`config.mk`:
```
export PLATFORM = sky130hd
export DESIGN_NAME = igen_cat_sched_flat
export DESIGN_NICKNAME = d
export VERILOG_FILES = /design/src/rtl/igen_sched_pkg.sv /design/src/rtl/igen_cat_sched_if.sv /design/src/rtl/igen_lfsr32.sv /design/src/rtl/igen_cat_sched.sv /design/src/flat_wrapper.sv
export SDC_FILE = /design/constraint.sdc
export NUM_CORES = 1
export LEC_CHECK = 0
export CAP_MARGIN = 5
export CORE_MARGIN = 3
export CORE_UTILIZATION = 27
export DETAILED_ROUTE_END_ITERATION = 10
export PLACE_DENSITY = 0.45
export SYNTH_ARGS = -nofsm -noshare
export SYNTH_HDL_FRONTEND = slang
export SYNTH_SLANG_ARGS = --single-unit
```
`constraint.sdc`:
```
create_clock -name clk -period 6.1 [get_ports clk]
set_clock_uncertainty 0.15 [all_clocks]
set_input_delay 0.61 -clock clk [delete_from_list [all_inputs] [get_ports clk]]
set_output_delay 0.61 -clock clk [all_outputs]
set_load 0.01 [all_outputs]
```
`src/rtl/igen_sched_pkg.sv`:
```
`default_nettype none
// +----------------------------------------------------------------------------+
// | Package : igen_sched_pkg                                                   |
// | Brief   : Shared constants and FSM state type for the category scheduler. |
// |           Category bit positions match the verification-side bitmask.     |
// | Rev     : 1.0  initial release                                             |
// +----------------------------------------------------------------------------+
package igen_sched_pkg;

  // One-hot bit positions of the instruction categories
  localparam int CAT_LOAD  = 0;
  localparam int CAT_STORE = 1;
  localparam int CAT_ARITH = 2;

  // Galois LFSR, x^32+x^22+x^2+x+1, shift-right form
  localparam logic [31:0] LFSR_POLY         = 32'h8020_0003;
  localparam logic [31:0] LFSR_SEED_DEFAULT = 32'hACE1_2345;

  typedef enum logic [1:0] {
    S_IDLE  = 2'd0,
    S_PICK  = 2'd1,
    S_ISSUE = 2'd2,
    S_DONE  = 2'd3
  } sched_state_t;

endpackage
`default_nettype wire

```
`src/rtl/igen_cat_sched_if.sv`:
```
`default_nettype none
// +----------------------------------------------------------------------------+
// | Interface : igen_cat_sched_if                                              |
// | Brief     : Valid/ready category offer from scheduler to the instruction  |
// |             builder. master = scheduler, slave = builder.                  |
// | Rev       : 1.0  initial release                                           |
// +----------------------------------------------------------------------------+
interface igen_cat_sched_if #(
  parameter int NUM_CAT = 3
) ();
  logic               cat_valid;
  logic [NUM_CAT-1:0] cat_onehot;
  logic               cat_ready;

  modport master (output cat_valid, output cat_onehot, input cat_ready);
  modport slave  (input cat_valid, input cat_onehot, output cat_ready);
endinterface
`default_nettype wire

```
`src/rtl/igen_lfsr32.sv`:
```
`default_nettype none
// +----------------------------------------------------------------------------+
// | Module : igen_lfsr32                                                       |
// | Brief  : 32-bit Galois LFSR, shift right, with seed load. A zero load     |
// |          value is replaced by SEED so the register never locks up.        |
// | Rev    : 1.0  initial release                                              |
// +----------------------------------------------------------------------------+
module igen_lfsr32
  import igen_sched_pkg::*;
#(
  parameter logic [31:0] SEED = LFSR_SEED_DEFAULT
) (
  input  logic        clk,
  input  logic        rst_n,
  input  logic        en,
  input  logic        load,
  input  logic [31:0] load_val,
  output logic [31:0] q
);

  // Load takes priority; otherwise step once per enabled cycle
  always_ff @(posedge clk or negedge rst_n) begin
    if (!rst_n) begin
      q <= SEED;
    end else if (load) begin
      q <= (load_val == 32'h0) ? SEED : load_val;
    end else if (en) begin
      q <= (q >> 1) ^ (q[0] ? LFSR_POLY : 32'h0);
    end
  end

endmodule
`default_nettype wire

```
`src/rtl/igen_cat_sched.sv`:
```
`default_nettype none
// +----------------------------------------------------------------------------+
// | Module : igen_cat_sched                                                    |
// | Brief  : Draws one enabled instruction category per instruction using a   |
// |          seeded LFSR and offers it downstream over valid/ready. Falls     |
// |          back to the lowest enabled category after RETRY_MAX rejects.     |
// | Rev    : 1.0  initial release                                              |
// +----------------------------------------------------------------------------+
module igen_cat_sched
  import igen_sched_pkg::*;
#(
  parameter int          NUM_CAT   = 3,
  parameter int          CNT_W     = 16,
  parameter logic [31:0] LFSR_SEED = 32'hACE1_2345,
  parameter int          RETRY_MAX = 8
) (
  input  logic                 clk,
  input  logic                 rst_n,
  input  logic                 start,
  input  logic [NUM_CAT-1:0]   typemask,
  input  logic [CNT_W-1:0]     num_instr,
  input  logic                 seed_load,
  input  logic [31:0]          seed,
  igen_cat_sched_if.master     cat,
  output logic                 busy,
  output logic                 done,
  output logic                 err_empty_mask,
  output logic [CNT_W-1:0]     issued_total
);

  localparam int IDX_W   = (NUM_CAT > 1) ? $clog2(NUM_CAT) : 1;
  localparam int RETRY_W = $clog2(RETRY_MAX + 1);

  sched_state_t       state;
  logic [NUM_CAT-1:0] mask;
  logic [CNT_W-1:0]   count;
  logic [RETRY_W-1:0] retry;
  logic [31:0]        lfsr;
  logic [IDX_W-1:0]   idx;
  logic               hit;
  logic [NUM_CAT-1:0] draw_onehot;
  logic [NUM_CAT-1:0] low_onehot;
  logic               low_found;
  logic [CNT_W-1:0]   issued_next;
  logic               unused_lfsr_hi;

  // The LFSR steps on every PICK cycle, accepting or not; seed loads only while idle
  igen_lfsr32 #(
    .SEED (LFSR_SEED)
  ) u_lfsr (
    .clk      (clk),
    .rst_n    (rst_n),
    .en       (state == S_PICK),
    .load     (seed_load && (state == S_IDLE)),
    .load_val (seed),
    .q        (lfsr)
  );

  assign idx            = lfsr[IDX_W-1:0];
  assign unused_lfsr_hi = ^lfsr[31:IDX_W];
  assign issued_next    = issued_total + CNT_W'(1);
  assign busy           = (state != S_IDLE);

  // Decode the LFSR draw against the mask; out-of-range indices never hit
  always_comb begin
    hit         = 1'b0;
    draw_onehot = '0;
    for (int i = 0; i < NUM_CAT; i++) begin
      if ((idx == IDX_W'(i)) && mask[i]) begin
        hit            = 1'b1;
        draw_onehot[i] = 1'b1;
      end
    end
  end

  // Lowest enabled category, used when the retry budget is exhausted
  always_comb begin
    low_onehot = '0;
    low_found  = 1'b0;
    for (int i = 0; i < NUM_CAT; i++) begin
      if (mask[i] && !low_found) begin
        low_onehot[i] = 1'b1;
        low_found     = 1'b1;
      end
    end
  end

  // Scheduler FSM with registered handshake and status outputs
  always_ff @(posedge clk or negedge rst_n) begin
    if (!rst_n) begin
      state          <= S_IDLE;
      mask           <= '0;
      count          <= '0;
      retry          <= '0;
      cat.cat_valid  <= 1'b0;
      cat.cat_onehot <= '0;
      done           <= 1'b0;
      err_empty_mask <= 1'b0;
      issued_total   <= '0;
    end else begin
      done           <= 1'b0;
      err_empty_mask <= 1'b0;
      case (state)
        S_IDLE: begin
          if (start) begin
            if (typemask == '0) begin
              err_empty_mask <= 1'b1;
            end else begin
              mask         <= typemask;
              count        <= num_instr;
              issued_total <= '0;
              retry        <= '0;
              if (num_instr == '0) begin
                state <= S_DONE;
                done  <= 1'b1;
              end else begin
                state <= S_PICK;
              end
            end
          end
        end
        S_PICK: begin
          if (retry == RETRY_W'(RETRY_MAX)) begin
            cat.cat_onehot <= low_onehot;
            cat.cat_valid  <= 1'b1;
            state          <= S_ISSUE;
          end else if (hit) begin
            cat.cat_onehot <= draw_onehot;
            cat.cat_valid  <= 1'b1;
            state          <= S_ISSUE;
          end else begin
            retry <= retry + RETRY_W'(1);
          end
        end
        S_ISSUE: begin
          if (cat.cat_valid && cat.cat_ready) begin
            cat.cat_valid  <= 1'b0;
            cat.cat_onehot <= '0;
            issued_total   <= issued_next;
            if (issued_next == count) begin
              state <= S_DONE;
              done  <= 1'b1;
            end else begin
              state <= S_PICK;
              retry <= '0;
            end
          end
        end
        S_DONE: begin
          state <= S_IDLE;
        end
        default: begin
          state <= S_IDLE;
        end
      endcase
    end
  end

endmodule
`default_nettype wire

```
`src/flat_wrapper.sv`:
```
// flat-port wrapper written by rule: the top's interface ports become plain ports
module igen_cat_sched_flat import igen_sched_pkg::*;
#(
  parameter int          NUM_CAT   = 3,
  parameter int          CNT_W     = 16,
  parameter logic [31:0] LFSR_SEED = 32'hACE1_2345,
  parameter int          RETRY_MAX = 8
)
  (clk, rst_n, start, typemask, num_instr, seed_load, seed, busy, done, err_empty_mask, issued_total, cat_cat_valid, cat_cat_onehot, cat_cat_ready);
  igen_cat_sched_if #(.NUM_CAT(NUM_CAT)) cat_i ();
  input  logic clk;
  input  logic rst_n;
  input  logic start;
  input  logic [NUM_CAT-1:0] typemask;
  input  logic [CNT_W-1:0] num_instr;
  input  logic seed_load;
  input  logic [31:0] seed;
  output logic busy;
  output logic done;
  output logic err_empty_mask;
  output logic [CNT_W-1:0] issued_total;
  output wire logic [$bits(cat_i.cat_valid)-1:0] cat_cat_valid;
  output wire logic [$bits(cat_i.cat_onehot)-1:0] cat_cat_onehot;
  input wire logic [$bits(cat_i.cat_ready)-1:0] cat_cat_ready;
  assign cat_cat_valid = cat_i.cat_valid;
  assign cat_cat_onehot = cat_i.cat_onehot;
  assign cat_i.cat_ready = cat_cat_ready;
  igen_cat_sched #(.NUM_CAT(NUM_CAT), .CNT_W(CNT_W), .LFSR_SEED(LFSR_SEED), .RETRY_MAX(RETRY_MAX)) u_core (.clk(clk), .rst_n(rst_n), .start(start), .typemask(typemask), .num_instr(num_instr), .seed_load(seed_load), .seed(seed), .cat(cat_i), .busy(busy), .done(done), .err_empty_mask(err_empty_mask), .issued_total(issued_total));
endmodule
```
==> metrics.yaml <==
fin_setup_tns_ns: 0
dr.pass1.iters: 4
wire_per_inst_um: 15.7
ys_top_cells_by_area: "dfrtp_1 (37%), dfstp_2 (8.3%), mux2i_1 (8.2%)"
p_sw_share_pct: 36.6
p_seq_share_pct: 37.1
power_density_mw_per_mm2: 430
multi_input_area_mm2: 0.00227
hold_class: "input port to async pin"
synthDistinctLibCells: 51
antenna_found_initial: 2
vias: 3568
pre_cts_ws_ns: 2.89
num-fill-cells: 1643
die_h_um: 134
grt_pass1_vias: 3676
die_area_mm2: 0.0179
pin_count: 79
grt_pass1_wl_um: 19400
yosysTopAreaCellShare_pct: 36.9
drc_errors: 0
cts_sinks: 79
nNetsFinal: 584
clockBufferDepth: 2
critPathCaptureType: "flop"
reg2reg_depth: 8
cts.clk_slew.worst_paths_ns: 0.06
synth-async-reset-ratio_pct: 100
area_growth_pct: 28.6
clk_latency_ns: 0.34
grt_overflow: 0
cts_tree: "done"
diodes: 0
max_cap_violations: 0
core_area_mm2: 0.0159
grt_usage_pct: 13.6
start_util_pct: 27.7
timing.slew.headroom_pct: 14.7
p_leak_nw: 2.25
grt_start_max_net_pins: 80
syn_area_per_cell_um2: 9.76
synth_edf_count: 0
ys_ff_latch: 79
r2r_end: "u_core.done"
syn-num-nets: 518
dp_hpwl_um: 8370
finalSetupViolations: 0
portBuffers: 78
layout_min_cycle_time_ns: 3.06
clkPwrFrac_pct: 21.4
crit_required_ns: 6.17
fmax_mhz: 326
cp-start-kind: "flop"
r2r_slack_ns: 3.04
detail-route-antenna-nets: 0
rsz0062_at_grt: "no"
netSwitchingPower_w: 0.000892
combPwrFrac_pct: 41.5
cts.repair.resized: 0
gp_congestion: 0.821
synthCells: 452
numCtsBuffers: 9
drt_iter0_drc: 174
crit_start: "u_core.issued_total[0]"
seqCellArea_mm2: 0.00199
hold_viol: 0
die_w_um: 134
htree_levels: 3
dpl_cell_area_mm2: 0.00539
ir_drop_mv: 0.170
placed_cells: 723
path_max_fanout: 9
r2r-start: "u_core.issued_total[0]"
worst_slack_ns: 3.04
finalMaxSlewViolations: 0
critPathArrivalTime_ns: 3.14
fin_cells: 739
design_area_mm2: 0.00567
worst_slew_pin_slew_ns: 1.27
drive_gt1_share_pct: 11.7
via_per_inst: 4.83
synth-main-ff-cell: "dfrtp_1"
yosysTopAreaCell: "dfrtp_1"
synth_area_mm2: 0.00441
synth-seq-area-share_pct: 45.2
path_class: "flop to flop"
period_share_pct: 50.2
rows: 46
cts_hold_buf: 0
routed_wl_um: 11600
status: "finished clean"
cts_root_buffer: "clkbuf_16"
post_cts.repair.setup_buffers: 0
fin_util_pct: 35.6
synth-warning-count: 0
internal-power_w: 0.00155
==> Yosys cell counts, types with 2 or more instances <==
master	number
dfrtp_1	65
nor2_1	45
a21oi_1	40
mux2i_1	36
nand2_1	34
o21ai_0	24
clkbuf_1	22
mux2_2	19
xnor2_1	19
nand3_1	17
dfstp_2	14
nor4_1	14
ha_1	10
inv_1	9
o31ai_1	7
xor2_1	6
nand2b_1	5
nor3_1	5
a22o_1	4
a32o_1	4
and3_1	4
buf_2	4
nand4_1	4
nand3b_1	3
nor2b_1	3
o41ai_1	3
or4_1	3
and2_1	2
and3_2	2
nor4b_1	2
o2111ai_1	2
o22ai_1	2
==> routing by layer <==
metal  part of all wire [%]  vias to the layer above  GRT usage, %
li1                       -                     1768             -
met5                   0.18                        -             0
met1                     49                     1698          18.8
met3                    5.4                       15          3.71
met2                     44                       83          20.7
met4                    1.4                        4          4.46
==> placed cells by master, fill, tap and decap left out, drive strengths merged, types with 6 or more instances in the layout <==
cell,netlist,routed
clkdlybuf4s50,0,77
o31ai,7,7
nor4,14,14
xnor2,19,19
and3,6,6
dfrtp,65,65
xor2,6,6
ha,10,10
a21oi,40,40
mux2,19,19
mux2i,36,36
clkbuf,22,13
dfstp,14,14
nand3,17,17
buf,6,6
inv,9,9
nor2,45,45
o21ai,25,25
nand2,35,35
==> state kept, by name (all words and copies together), names as in the netlist <==
signal and flops:
u_core.u_lfsr.q 32, u_core.count 16, u_core.issued_total 16, u_core.retry 4, u_core.cat.cat_onehot 3, u_core.mask 3, u_core.state 2, u_core.cat.cat_valid 1
u_core.done 1, u_core.err_empty_mask 1
==> worst max-delay path, cell delays in order, from the launching register on <==
cell,delay [ns]
dfrtp_1,0.44
ha_1,0.36
nand3_1,0.17
or4_1,0.49
nand3_1,0.12
nand2_1,0.05
or4b_1,0.45
or4_1,0.53
o22ai_1,0.18
==> stage by stage <==
step,power [W],hold slack (ns)
after CTS,0.00248,0.345
after floorplan,0.00164,0.164
after global routing,0.00264,0.382
final,0.00244,0.271
after detailed placement,0.00194,0.338
after global placement,0.00193,0.343
==> kinds of logic after synthesis <==
family	count (synthesis)	synth area share (%)
buffers and inverters	37	3.35
and+or+nand+nor	153	18.0
DFF	79	45.2
adders and majority gates	10	2.84
muxes	55	13.0
AOI/OAI and AO/OA	93	12.6
xor gates and xnor gates	25	4.96
==> power by group through the flow <==
stage          clock network (W)  registers (W)  logic [W]
5_1_grt                 0.000565       0.000937    0.00114
3_5_place_dp                   0       0.000917    0.00102
6_report                0.000522       0.000905    0.00101
4_1_cts                 0.000543       0.000907    0.00103
2_1_floorplan                  0       0.000877   0.000763
3_3_place_gp                   0       0.000909    0.00102
==> worst max path at each step <==
| stage | depth (start not counted) | slack, ns | to |
|---|---|---|---|
| after floorplan | 8 | 3.22 | u_core.done |
| after global placement | 8 | 2.85 | u_core.issued_total[8] |
| after detailed placement | 8 | 2.89 | u_core.issued_total[10] |
| after CTS | 8 | 3.04 | u_core.done |
| after global routing | 7 | 2.72 | u_core.done |
| final | 8 | 3.04 | u_core.done |
==> area by class of cell <==
class	count	share of cell area (%)
Tap cell	216	4.76
Sequential cell	79	35.1
Clock buffer	13	4.76
Inverter	9	0.595
Timing Repair Buffer	83	14.4
Clock inverter	3	0.309
Multi-Input combinational cell	336	40.0
Power figures use the tool's default switching activity.
==> RTL change 1 (config.mk and constraints unchanged) <==
The 4 states of `sched_state_t` get a Gray code encoding in 2 bits.
--- a/src/rtl/igen_sched_pkg.sv
+++ b/src/rtl/igen_sched_pkg.sv
@@ -19,6 +19,6 @@
   typedef enum logic [1:0] {
-    S_IDLE  = 2'd0,
-    S_PICK  = 2'd1,
-    S_ISSUE = 2'd2,
-    S_DONE  = 2'd3
+    S_IDLE  = 2'b00,
+    S_PICK  = 2'b01,
+    S_ISSUE = 2'b11,
+    S_DONE  = 2'b10
   } sched_state_t;
Formal check against the unedited RTL: same outputs for any inputs over 4 cycles, from zero or initial values and one cycle with rst_n low; so few cycles prove little.
==> RTL change 1 against the unedited design <==
Area after synthesis fell by 0.43%; sequential cell count did not move; first-iteration DRC count rose by 4.0%; sequential power rose by 0.7%; cell area fell by 0.31%; total power fell by 2.0%; sequential share of layout area rose by 0.11 points; wire length fell by 4.6%; core utilization rose by 0.81 points; count of clock-buffer cells in the layout fell by 4; global-route usage fell by 0.37 points; worst setup slack improved by 0.21 ns; largest cell class unchanged.
==> RTL change 1: results (changes against the unedited design) <==
stage,metric,value,unit,change
outcome,status,"complete, no violations",,unchanged
placement,pre_cts_ws,2.98,ns,was 2.89 ns
clock_tree,post_cts_buffers,0,,unchanged
timing,fmax,350,MHz,was 326 MHz
grt,met2_usage,0.220,,was 0.207
power_and_ir_drop,power.leakage,2.27,nW,was 2.25 nW
critical_path,cp.arrival,2.93,ns,was 3.14 ns
detailed_routing,drtIter0Drc,181,,was 174
grt,grt_max_degree,80,,unchanged
layout,nets,581,,was 584
layout,fillCellCount,1600,,was 1643
critical_path,r2r_slack,3.24,ns,was 3.04 ns
placement,gp_congestion,0.774,,was 0.821
power_and_ir_drop,ir_drop,152,uV,was 170 uV
clock_tree,clkLatencyLatePin,0.35,ns,
synth,synth_cell_types,54,,was 51
power_and_ir_drop,p_comb,0.000939,W,was 0.00101 W
grt,antenna_found_initial,0,,was 2
synth,synth_commonest_cells,"65 x dfrtp_1, 47 x nand2_1, 39 x nor2_1",,"was 65 x dfrtp_1, 45 x nor2_1, 40 x a21oi_1"
grt,grt_use_met3,0.0427,,was 0.0371
grt,grt_usage,0.132,,was 0.136
grt,met1_usage,0.165,,was 0.188
detailed_routing,dr.pass1.iters,4,,unchanged
clock_tree,cts_resized,0,,unchanged
critical_path,crit_path_max_incr_delay,0.50,ns,was 0.53 ns
synth,ys_warn_count,0,,unchanged
critical_path,critPathSlowestCell,a2111oi_0,,was or4_1
layout,drive_gt1_frac,0.127,,was 0.117
placement,port_buffers,78,,unchanged
layout,largestRegisters,"u_core.u_lfsr.q: 32 flops, u_core.count: 16 flops, u_core.issued_total: 16 flops",,unchanged
timing,timing.hold.ws,0.300,ns,was 0.271 ns
critical_path,crit_fanout,7,,was 9
detailed_routing,vias,3491,,was 3568
grt,grt_first_pass_wirelength,18800,um,was 19400 um
grt,grt_pass1_vias,3696,,was 3676
critical_path,cp_top_family,simple AND/OR/NAND/NOR gates,,unchanged
clock_tree,htreeDepth,3,,unchanged
placement,hpwl,8210,um,was 8370 um
power_and_ir_drop,internal_power,0.00156,W,was 0.00155 W
synth,synth_area_leaders,"dfrtp_1 37%, dfstp_2 8.4%, mux2i_1 7.3%",,"was dfrtp_1 37%, dfstp_2 8.3%, mux2i_1 8.2%"
power_and_ir_drop,p_seq_frac,0.381,,was 0.371
synth,yosysSeqAreaShare,0.454,,was 0.452
timing,tightest_slew,1.20,ns,was 1.27 ns
synth,syn-num-nets,513,,was 518
critical_path,r2r_cells,8,,unchanged
detailed_routing,route.detailed.wl_per_inst,15.2,um,was 15.7 um
[RTL change 1: cell type report]
| class | instances | area (um^2) | share of cell area |
|---|---|---|---|
| multi-input combinational | 332 | 2260 | 0.399 |
| timing repair buffer | 81 | 801 | 0.142 |
| clock inverter | 7 | 73.8 | 0.0131 |
| sequential | 79 | 1990 | 0.353 |
| inverter | 11 | 41.3 | 0.00730 |
| clock buffer | 9 | 225 | 0.0398 |
| tap | 211 | 264 | 0.0467 |
[RTL change 1: logic make-up (layout without fill, tap and decap cells)]
logic type,count (synthesis),count (layout),synth area share
flops,79,79,0.454
mux,51,51,0.122
fa+ha+maj,11,11,0.0313
xor+xnor,24,24,0.0478
compound gates,98,98,0.139
buf+inv,35,108,0.0328
simple gates,148,148,0.174
[RTL change 1: worst paths after layout]
kind / endpoint / startpoint
max: u_core.retry[2] / u_core.issued_total[0]
min: u_core.issued_total[15] / rst_n
max reg2reg: u_core.retry[2] / u_core.issued_total[0]
min reg2reg: u_core.cat.cat_onehot[1] / u_core.cat.cat_onehot[1]
max in group asynchronous: u_core.u_lfsr.q[28] / rst_n
min in group clk: u_core.cat.cat_onehot[1] / u_core.cat.cat_onehot[1]
[RTL change 1: per-layer routing]
layer	wire length, um	vias up	part of all wire
li1	-	1747	-
met1	4960	1646	0.45
met2	5330	87	0.48
met3	603	11	0.054
met4	189	0	0.017
met5	0	-	0
[RTL change 1: per-stage QoR]
stage / power (W) / area, um^2 / instances
global route: 0.00259 / 5660 / 730
floorplan: 0.00161 / 4390 / 446
detailed placement: 0.00188 / 5360 / 714
finish: 0.00239 / 5660 / 730
global placement: 0.00186 / 5360 / 714
CTS: 0.00244 / 5660 / 730
==> RTL change 2 (same settings) <==
Without the edit above. `NUM_CAT` is set to 3 in 3 places; all go to 6.
--- a/src/rtl/igen_cat_sched_if.sv
+++ b/src/rtl/igen_cat_sched_if.sv
@@ -8,3 +8,3 @@
 interface igen_cat_sched_if #(
-  parameter int NUM_CAT = 3
+  parameter int NUM_CAT = 6
 ) ();
--- a/src/rtl/igen_cat_sched.sv
+++ b/src/rtl/igen_cat_sched.sv
@@ -11,3 +11,3 @@
 #(
-  parameter int          NUM_CAT   = 3,
+  parameter int          NUM_CAT   = 6,
   parameter int          CNT_W     = 16,
--- a/src/flat_wrapper.sv
+++ b/src/flat_wrapper.sv
@@ -3,3 +3,3 @@
 #(
-  parameter int          NUM_CAT   = 3,
+  parameter int          NUM_CAT   = 6,
   parameter int          CNT_W     = 16,
Ports: changed (resized cat_cat_onehot and typemask); port bits go from 79 to 85. The function was not compared with the original's and may differ.
==> RTL change 2 against the unedited design <==
Worst setup slack better by 0.13 ns; wire length up 8.4%; total power rose by 7.1%; global-route usage down 0.28 points; area after synthesis increased by 6.8%; final cell count grew 5.4%; largest power group unchanged; critical path type unchanged; cell area up 6.8%; sequential cell count is 6 higher.
==> RTL change 2: results (changes against the unedited design) <==
stage,metric,value,unit,change
outcome,status,"complete, no violations",,unchanged
power_and_ir_drop,pg_clk,0.000557,W,was 0.000522 W
detailed_routing,vias,3911,,was 3568
power_and_ir_drop,p_comb,0.00106,W,was 0.00101 W
synth,yosysSeqAreaShare,0.455,,was 0.452
grt,grt_first_pass_wirelength,20900,um,was 19400 um
critical_path,critPathSlowestCell,dfrtp_1,,was or4_1
placement,pre_cts_ws,2.78,ns,was 2.89 ns
detailed_routing,dr.pass1.iters,7,,was 4
critical_path,cp.arrival,3.01,ns,was 3.14 ns
grt,grt_pass1_vias,4052,,was 3676
synth,syn-num-nets,549,,was 518
placement,port_buffers,84,,was 78
power_and_ir_drop,swShare,0.369,,was 0.366
placement,dp_cells,762,,was 723
synth,synth_cell_types,54,,was 51
placement,placed_cell_area,5760,um^2,was 5390 um^2
critical_path,setup.worst_path.end,u_core.retry[3],,was u_core.done
grt,grt_max_degree,69,,was 80
grt,grt_usage,0.133,,was 0.136
critical_path,r2r_slack,3.17,ns,was 3.04 ns
synth,syn_inst,479,,was 452
power_and_ir_drop,ir_drop,168,uV,was 170 uV
placement,gp_congestion,0.814,,was 0.821
synth,synth_commonest_cells,"71 x dfrtp_1, 52 x nor2_1, 37 x a21oi_1",,"was 65 x dfrtp_1, 45 x nor2_1, 40 x a21oi_1"
placement,hpwl,9260,um,was 8370 um
timing,slew_headroom,0.250,,was 0.147
detailed_routing,drtIter0Drc,239,,was 174
layout,drive_gt1_frac,0.114,,was 0.117
detailed_routing,route.detailed.wl_per_inst,16.2,um,was 15.7 um
layout,fin_cells,779,,was 739
power_and_ir_drop,p_comb_frac,0.406,,was 0.415
min_path,hold_class,flop to flop,,was input port to async pin
critical_path,crit_fanout,8,,was 9
power_and_ir_drop,power.leakage,2.43,nW,was 2.25 nW
layout,nets,624,,was 584
[RTL change 2: cells by family after synthesis]
family                   count (synthesis)  share of synthesized area
XOR/XNOR                                20                     0.0401
AO/OA/AOI/OAI                          113                      0.150
flip-flops                              85                      0.455
multiplexers                            55                      0.123
buffers and inverters                   37                     0.0319
adder cells (fa/ha/maj)                 11                     0.0292
AND/OR/NAND/NOR                        158                      0.171
[RTL change 2: layout make-up]
class | instances | area (um^2)
tap | 220 | 275
clock inverter | 4 | 48.8
sequential | 85 | 2140
inverter | 12 | 45.0
clock buffer | 12 | 246
fill | 1717 | 10800
multi-input combinational | 357 | 2420
timing repair buffer | 89 | 878
[RTL change 2: how the worst min path moves through the flow]
| stage | start | end | slack, ns | cells after the start |
|---|---|---|---|---|
| 2_1_floorplan | rst_n | u_core.cat.cat_onehot[0] | 0.16 | 0 |
| 5_1_grt | u_core.cat.cat_onehot[4] | u_core.cat.cat_onehot[4] | 0.35 | 1 |
| 3_5_place_dp | u_core.cat.cat_onehot[4] | u_core.cat.cat_onehot[4] | 0.33 | 1 |
| 4_1_cts | u_core.cat.cat_onehot[4] | u_core.cat.cat_onehot[4] | 0.34 | 1 |
| 6_report | u_core.cat.cat_onehot[4] | u_core.cat.cat_onehot[4] | 0.34 | 1 |
| 3_3_place_gp | u_core.cat.cat_onehot[2] | u_core.cat.cat_onehot[2] | 0.33 | 1 |
[RTL change 2: metal layers]
metal / GRT usage / routed length, um / up-vias
met5: 0 / 0 / -
met1: 0.177 / 5950 / 1885
li1: - / - / 1900
met4: 0.0468 / 178 / 0
met3: 0.0242 / 476 / 16
met2: 0.219 / 5990 / 110
[RTL change 2: what timing repair did]
| item | in CTS | in global routing |
|---|---|---|
| endpoints found under the hold margin | 17 | 0 |
| setup endpoints to repair | 0 | 0 |
| hold buffers | 1 | 0 |
